**config.mk**
```make
export PLATFORM = sky130hd
export DESIGN_NAME = axi_wr_arbiter
export DESIGN_NICKNAME = d
export VERILOG_FILES = /design/src/rtl/axi_wr_arbiter.sv
export SDC_FILE = /design/constraint.sdc
export NUM_CORES = 1
export LEC_CHECK = 0
export ABC_CLOCK_PERIOD_IN_PS = 3000
export CORE_AREA = 8 8 105 107
export DETAILED_ROUTE_END_ITERATION = 8
export DIE_AREA = 0 0 113 115
export GPL_TIMING_DRIVEN = 0
export PLACE_DENSITY_LB_ADDON = 0.08
export SETUP_SLACK_MARGIN = 0.15
export SLEW_MARGIN = 25
export SYNTH_ARGS = -nofsm -noshare
export SYNTH_HDL_FRONTEND = slang
export SYNTH_SLANG_ARGS = --single-unit
```
**constraint.sdc**
```tcl
create_clock -name clk -period 3 [get_ports clk]
set_input_delay 0.6 -clock clk [delete_from_list [all_inputs] [get_ports clk]]
set_output_delay 0.6 -clock clk [all_outputs]
set_load 0.005 [all_outputs]
```
**src/rtl/axi_wr_arbiter.sv**
```systemverilog
// Round-robin arbiter giving NUM_M AXI write masters shared access to one slave.
// Latency: request in cycle N gives s_awvalid in N+1; AW/W/B are then forwarded combinationally.
// Backpressure: the granted master sees slave readies directly; every other master sees ready=0.
module axi_wr_arbiter #(
    parameter int NUM_M = 2
) (
    input  logic                 clk,
    input  logic                 resetn,
    input  logic [NUM_M-1:0]     m_awvalid,
    output logic [NUM_M-1:0]     m_awready,
    input  logic [45*NUM_M-1:0]  m_aw_pl,
    input  logic [NUM_M-1:0]     m_wvalid,
    output logic [NUM_M-1:0]     m_wready,
    input  logic [36*NUM_M-1:0]  m_w_pl,
    input  logic [NUM_M-1:0]     m_wlast,
    output logic [NUM_M-1:0]     m_bvalid,
    input  logic [NUM_M-1:0]     m_bready,
    output logic [5:0]           m_b_pl,
    output logic                 s_awvalid,
    input  logic                 s_awready,
    output logic [44:0]          s_aw_pl,
    output logic                 s_wvalid,
    input  logic                 s_wready,
    output logic [35:0]          s_w_pl,
    output logic [3:0]           s_wid,
    output logic                 s_wlast,
    input  logic                 s_bvalid,
    output logic                 s_bready,
    input  logic [5:0]           s_b_pl,
    output logic [NUM_M-1:0]     grant,
    output logic                 wlast_err
);

    localparam logic [1:0] ST_IDLE = 2'd0;
    localparam logic [1:0] ST_ADDR = 2'd1;
    localparam logic [1:0] ST_DATA = 2'd2;
    localparam logic [1:0] ST_RESP = 2'd3;

    logic [1:0]       state;
    logic [1:0]       ptr;
    logic [1:0]       ptr_nxt;
    logic [3:0]       len;
    logic [3:0]       cnt;
    logic [NUM_M-1:0] pick;
    logic             pick_vld;
    logic             sel_awvalid;
    logic [44:0]      sel_aw_pl;
    logic             sel_wvalid;
    logic [35:0]      sel_w_pl;
    logic             sel_wlast;
    logic             sel_bready;
    logic             last_beat;
    logic             aw_hs;
    logic             w_hs;
    logic             b_hs;

    assign last_beat = (cnt == len);

    // Round-robin pick: first requester at or after the pointer, wrapping.
    always_comb begin
        pick     = '0;
        pick_vld = 1'b0;
        for (int k = 0; k < NUM_M; k++) begin
            for (int j = 0; j < NUM_M; j++) begin
                if (!pick_vld && m_awvalid[j] && (j == ((int'(ptr) + k) % NUM_M))) begin
                    pick     = '0;
                    pick[j]  = 1'b1;
                    pick_vld = 1'b1;
                end
            end
        end
    end

    // Select the granted master's channels; grant is one-hot so at most one match.
    always_comb begin
        sel_awvalid = 1'b0;
        sel_aw_pl   = '0;
        sel_wvalid  = 1'b0;
        sel_w_pl    = '0;
        sel_wlast   = 1'b0;
        sel_bready  = 1'b0;
        ptr_nxt     = ptr;
        for (int j = 0; j < NUM_M; j++) begin
            if (grant[j]) begin
                sel_awvalid = m_awvalid[j];
                sel_aw_pl   = m_aw_pl[45*j +: 45];
                sel_wvalid  = m_wvalid[j];
                sel_w_pl    = m_w_pl[36*j +: 36];
                sel_wlast   = m_wlast[j];
                sel_bready  = m_bready[j];
                ptr_nxt     = 2'((j + 1) % NUM_M);
            end
        end
    end

    // Channel forwarding, gated by phase so idle channels read as zero.
    always_comb begin
        s_awvalid = 1'b0;
        s_aw_pl   = '0;
        m_awready = '0;
        s_wvalid  = 1'b0;
        s_w_pl    = '0;
        s_wlast   = 1'b0;
        m_wready  = '0;
        m_bvalid  = '0;
        s_bready  = 1'b0;
        m_b_pl    = '0;
        case (state)
            ST_ADDR: begin
                s_awvalid = sel_awvalid;
                s_aw_pl   = sel_aw_pl;
                m_awready = grant & {NUM_M{s_awready}};
            end
            ST_DATA: begin
                s_wvalid  = sel_wvalid;
                s_w_pl    = sel_w_pl;
                s_wlast   = last_beat;
                m_wready  = grant & {NUM_M{s_wready}};
            end
            ST_RESP: begin
                m_bvalid  = grant & {NUM_M{s_bvalid}};
                s_bready  = sel_bready;
                m_b_pl    = s_b_pl;
            end
            default: ;
        endcase
    end

    assign aw_hs = s_awvalid & s_awready;
    assign w_hs  = s_wvalid & s_wready;
    assign b_hs  = s_bvalid & s_bready;

    // Transaction sequencing: arbitrate, address, data beats, response.
    always_ff @(posedge clk or negedge resetn) begin
        if (!resetn) begin
            state     <= ST_IDLE;
            grant     <= '0;
            ptr       <= '0;
            s_wid     <= '0;
            len       <= '0;
            cnt       <= '0;
            wlast_err <= 1'b0;
        end else begin
            case (state)
                ST_IDLE: begin
                    if (pick_vld) begin
                        grant <= pick;
                        state <= ST_ADDR;
                    end
                end
                ST_ADDR: begin
                    if (aw_hs) begin
                        s_wid <= sel_aw_pl[44:41];
                        len   <= sel_aw_pl[40:37];
                        cnt   <= '0;
                        state <= ST_DATA;
                    end
                end
                ST_DATA: begin
                    if (w_hs) begin
                        cnt <= cnt + 4'd1;
                        // Master's WLAST is only audited; the burst length comes from AWLEN.
                        if (sel_wlast != last_beat) begin
                            wlast_err <= 1'b1;
                        end
                        if (last_beat) begin
                            state <= ST_RESP;
                        end
                    end
                end
                default: begin
                    if (b_hs) begin
                        ptr   <= ptr_nxt;
                        grant <= '0;
                        state <= ST_IDLE;
                    end
                end
            endcase
        end
    end

endmodule

```
==> metrics.md <==
| Metric | Value |
|---|---|
| Status | `completed` |
| CTS Sinks | `18` |
| Initial antenna violation count | `1` |
| First drt pass iteration count | `4` |
| R2R Path End | `state[1]$_DFFE_PN0P_` |
| Count of cell types in the netlist | `37` |
| Worst setup path start | `state[0]$_DFFE_PN0P_` |
| Synthesized area | `1990 um2` |
| Slew margin rel. | `42.4%` |
| Max Slew Vio Count | `0` |
| Initial Util | `21.0%` |
| Warnings, synthesis | `0` |
| Post-route ant nets | `0` |
| Synth top area share | `32.6%` |
| First-pass GRT wire length | `20500 um` |
| Hold Fails Final Rpt | `0` |
| Design Power | `658 uW` |
| Post-Syn Instances | `238` |
| Synth top area cells | `a22o_1 (33%), dfrtp_1 (23%), a22oi_1 (4.2%)` |
| DP HPWL | `12100 um` |
| Startpoint Class | `flop` |
| DIE HEIGHT | `115 um` |
| Hold_ws | `0.469 ns` |
| Top-count cell post-synth | `a22o_1` |
| Layout Nets | `715` |
| Post-synth top cells | `a22o_1 (74), dfrtp_1 (18), clkbuf_1 (14), nand2_1 (14), a21oi_1 (12)` |
| Final period utilization | `92.9%` |
| Slew at the pin with the worst max-slew slack | `0.861 ns` |
| Core footprint | `9460 um2` |
| Mean post-synth cell area | `8.36 um2` |
| Via density | `4.85` |
| Global route overflow | `0` |
| Worst Path Required | `2.40 ns` |
| Fin crit period | `2.79 ns` |
| Ant diodes | `0` |
| CP Max Fanout | `10` |
| Vias | `3105` |
| Routed WL | `14200 um` |
| Clk Tree Root Cell | `clkbuf_8` |
| Worst setup path endpoint | `s_w_pl[32]` |
| Maximum VDD drop | `97.7 uV` |
| Die W | `113 um` |
| H-tree levels | `1` |
| Clk Latency, worst-skew pair | `0.25 ns` |
| R2r setup slk | `0.97 ns` |
| Gpl congestion | `0.907` |
| Main synth FF type | `dfrtp_1` |
| Seq/Total Area, Yosys | `22.6%` |
| Net Count, Synth | `425` |
| IO Pins | `285` |
| Setup tns final | `0 ns` |
| Share of cells above drive strength 1 | `7.22%` |
| RSZ-0062 raised after global routing | `true` |
| Critical Path Sink Type | `output port` |
| Max_cap viols | `0` |
| Tot GR Track Use | `20.2%` |
| Hold/Removal Path Class | `flop to flop` |
| Crit path DAT | `2.19 ns` |
| Leakage | `0.00256 uW` |
| DRC viols | `0` |
| Vias in the first global route | `3219` |
| DR iter-0 viols | `191` |
| Worst Skew | `0.00272 ns` |
| Row count | `36` |
| Final Setup Violations | `0` |
| IO Port Bufs | `284` |
| Longest Clk Path Bufs | `2` |
| CTS Buf Count | `3` |
| P&R area growth vs syn | `162%` |
| Asr flop ratio synth | `100%` |
| Pwr dens | `126 nW/um2` |
| EDFF count, synth | `0` |
| Largest net degree at the start of global routing | `19` |
| Die area | `13000 um2` |
| FF-to-FF Start | `grant[1]$_DFFE_PN0P_` |
| FMAX | `359 MHz` |
| Setup CP Type | `flop to output port` |
| Reg2Reg Depth | `5` |
| Area leader, netlist | `a22o_1` |
| CTS tree | `built` |
| Clk slew on worst S/H paths | `0.07 ns` |
| Synth Register Bits | `18` |
| DR WL/cell | `22.1 um` |
-- where the power goes --
part / total (uW) / internal, uW / switching [uW]
clock: 167 / 89.1 / 78.0
sequential: 243 / 243 / 0
combinational: 248 / 204 / 44.2
total: 658 / 536 / 122
-- layer usage --
layer	GRT usage, %	up-vias	routed length [um]
met2	37.6	142	7190
li1	-	1496	-
met3	7.35	8	1310
met4	3.11	2	106
met5	0	-	13
met1	21.6	1457	5530
-- cell type report --
cell class,instances,area (um2)
clock buffers,3,41.3
repair buffers,285,2920
multi-input cells,193,1450
well taps,114,143
plain buffers,23,179
fillers,864,4260
inverters,4,15.0
flip-flops and latches,18,454
-- timing repair --
action	in CTS	in global routing
endpoints found under the setup margin	82	68
gates cloned	0	0
resized for setup	28	54
buffers inserted	0	1
hold buffers	0	0
-- registers in the layout, indices dropped and copies added, names as in the netlist --
signal,cells
len,4
s_wid,4
cnt,4
wlast_err,1
ptr,1
grant,2
state,2
-- how the worst min path moves through the flow --
stage / startpoint / end / slack, ns / cells past startpoint
after floorplan: resetn / cnt[0]$_DFFE_PN0P_ / 0.30 / 0
after global placement: wlast_err$_DFFE_PN0P_ / wlast_err$_DFFE_PN0P_ / 0.44 / 1
after detailed placement: wlast_err$_DFFE_PN0P_ / wlast_err$_DFFE_PN0P_ / 0.46 / 1
after CTS: wlast_err$_DFFE_PN0P_ / wlast_err$_DFFE_PN0P_ / 0.48 / 1
after global routing: wlast_err$_DFFE_PN0P_ / wlast_err$_DFFE_PN0P_ / 0.51 / 1
final: wlast_err$_DFFE_PN0P_ / wlast_err$_DFFE_PN0P_ / 0.47 / 1
-- cells in the final DEF (no fill, tap or decap), types with 6 or more instances in the layout --
cell type,count
dlymetal6s2s_1,29
and3_1,6
nor2_1,11
clkdlybuf4s50_1,254
buf_4,7
buf_6,7
nand2_1,14
a22oi_1,11
a22o_1,74
nor2b_1,11
dfrtp_1,15
and2_1,11
a21oi_1,12
-- logic make-up (layout without fill, tap and decap cells) --
family                   Yosys count  count (layout)  share of synthesized area [%]
AO/OA/AOI/OAI                    110             110                           44.3
XOR/XNOR                           5               5                           2.20
multiplexers                       3               3                           1.64
buffers and inverters             27             315                           5.79
AND/OR/NAND/NOR                   69              69                           19.6
flip-flops                        18              18                           22.6
adder cells (fa/ha/maj)            6               6                           3.77
-- per-stage QoR --
stage	utilization [%]	area [um2]	std cells	setup WS, ns
3_3_place_gp	52.6	4970	636	-0.130
2_1_floorplan	-	1990	238	0.827
3_5_place_dp	52.6	4970	636	-0.177
6_report	55.0	5200	640	0.212
5_1_grt	55.0	5200	640	0.0999
4_1_cts	53.6	5070	639	0.0108
-- critical path, cell delays in order, from the launching register on --
cell             delay (ns)
dfrtp_2                0.45
inv_2                  0.11
ha_4                   0.18
and2_1                 0.13
clkbuf_4               0.18
buf_4                  0.18
a22o_1                 0.15
clkdlybuf4s50_1        0.56
Note: power is estimated with default switching activity, not from simulation.
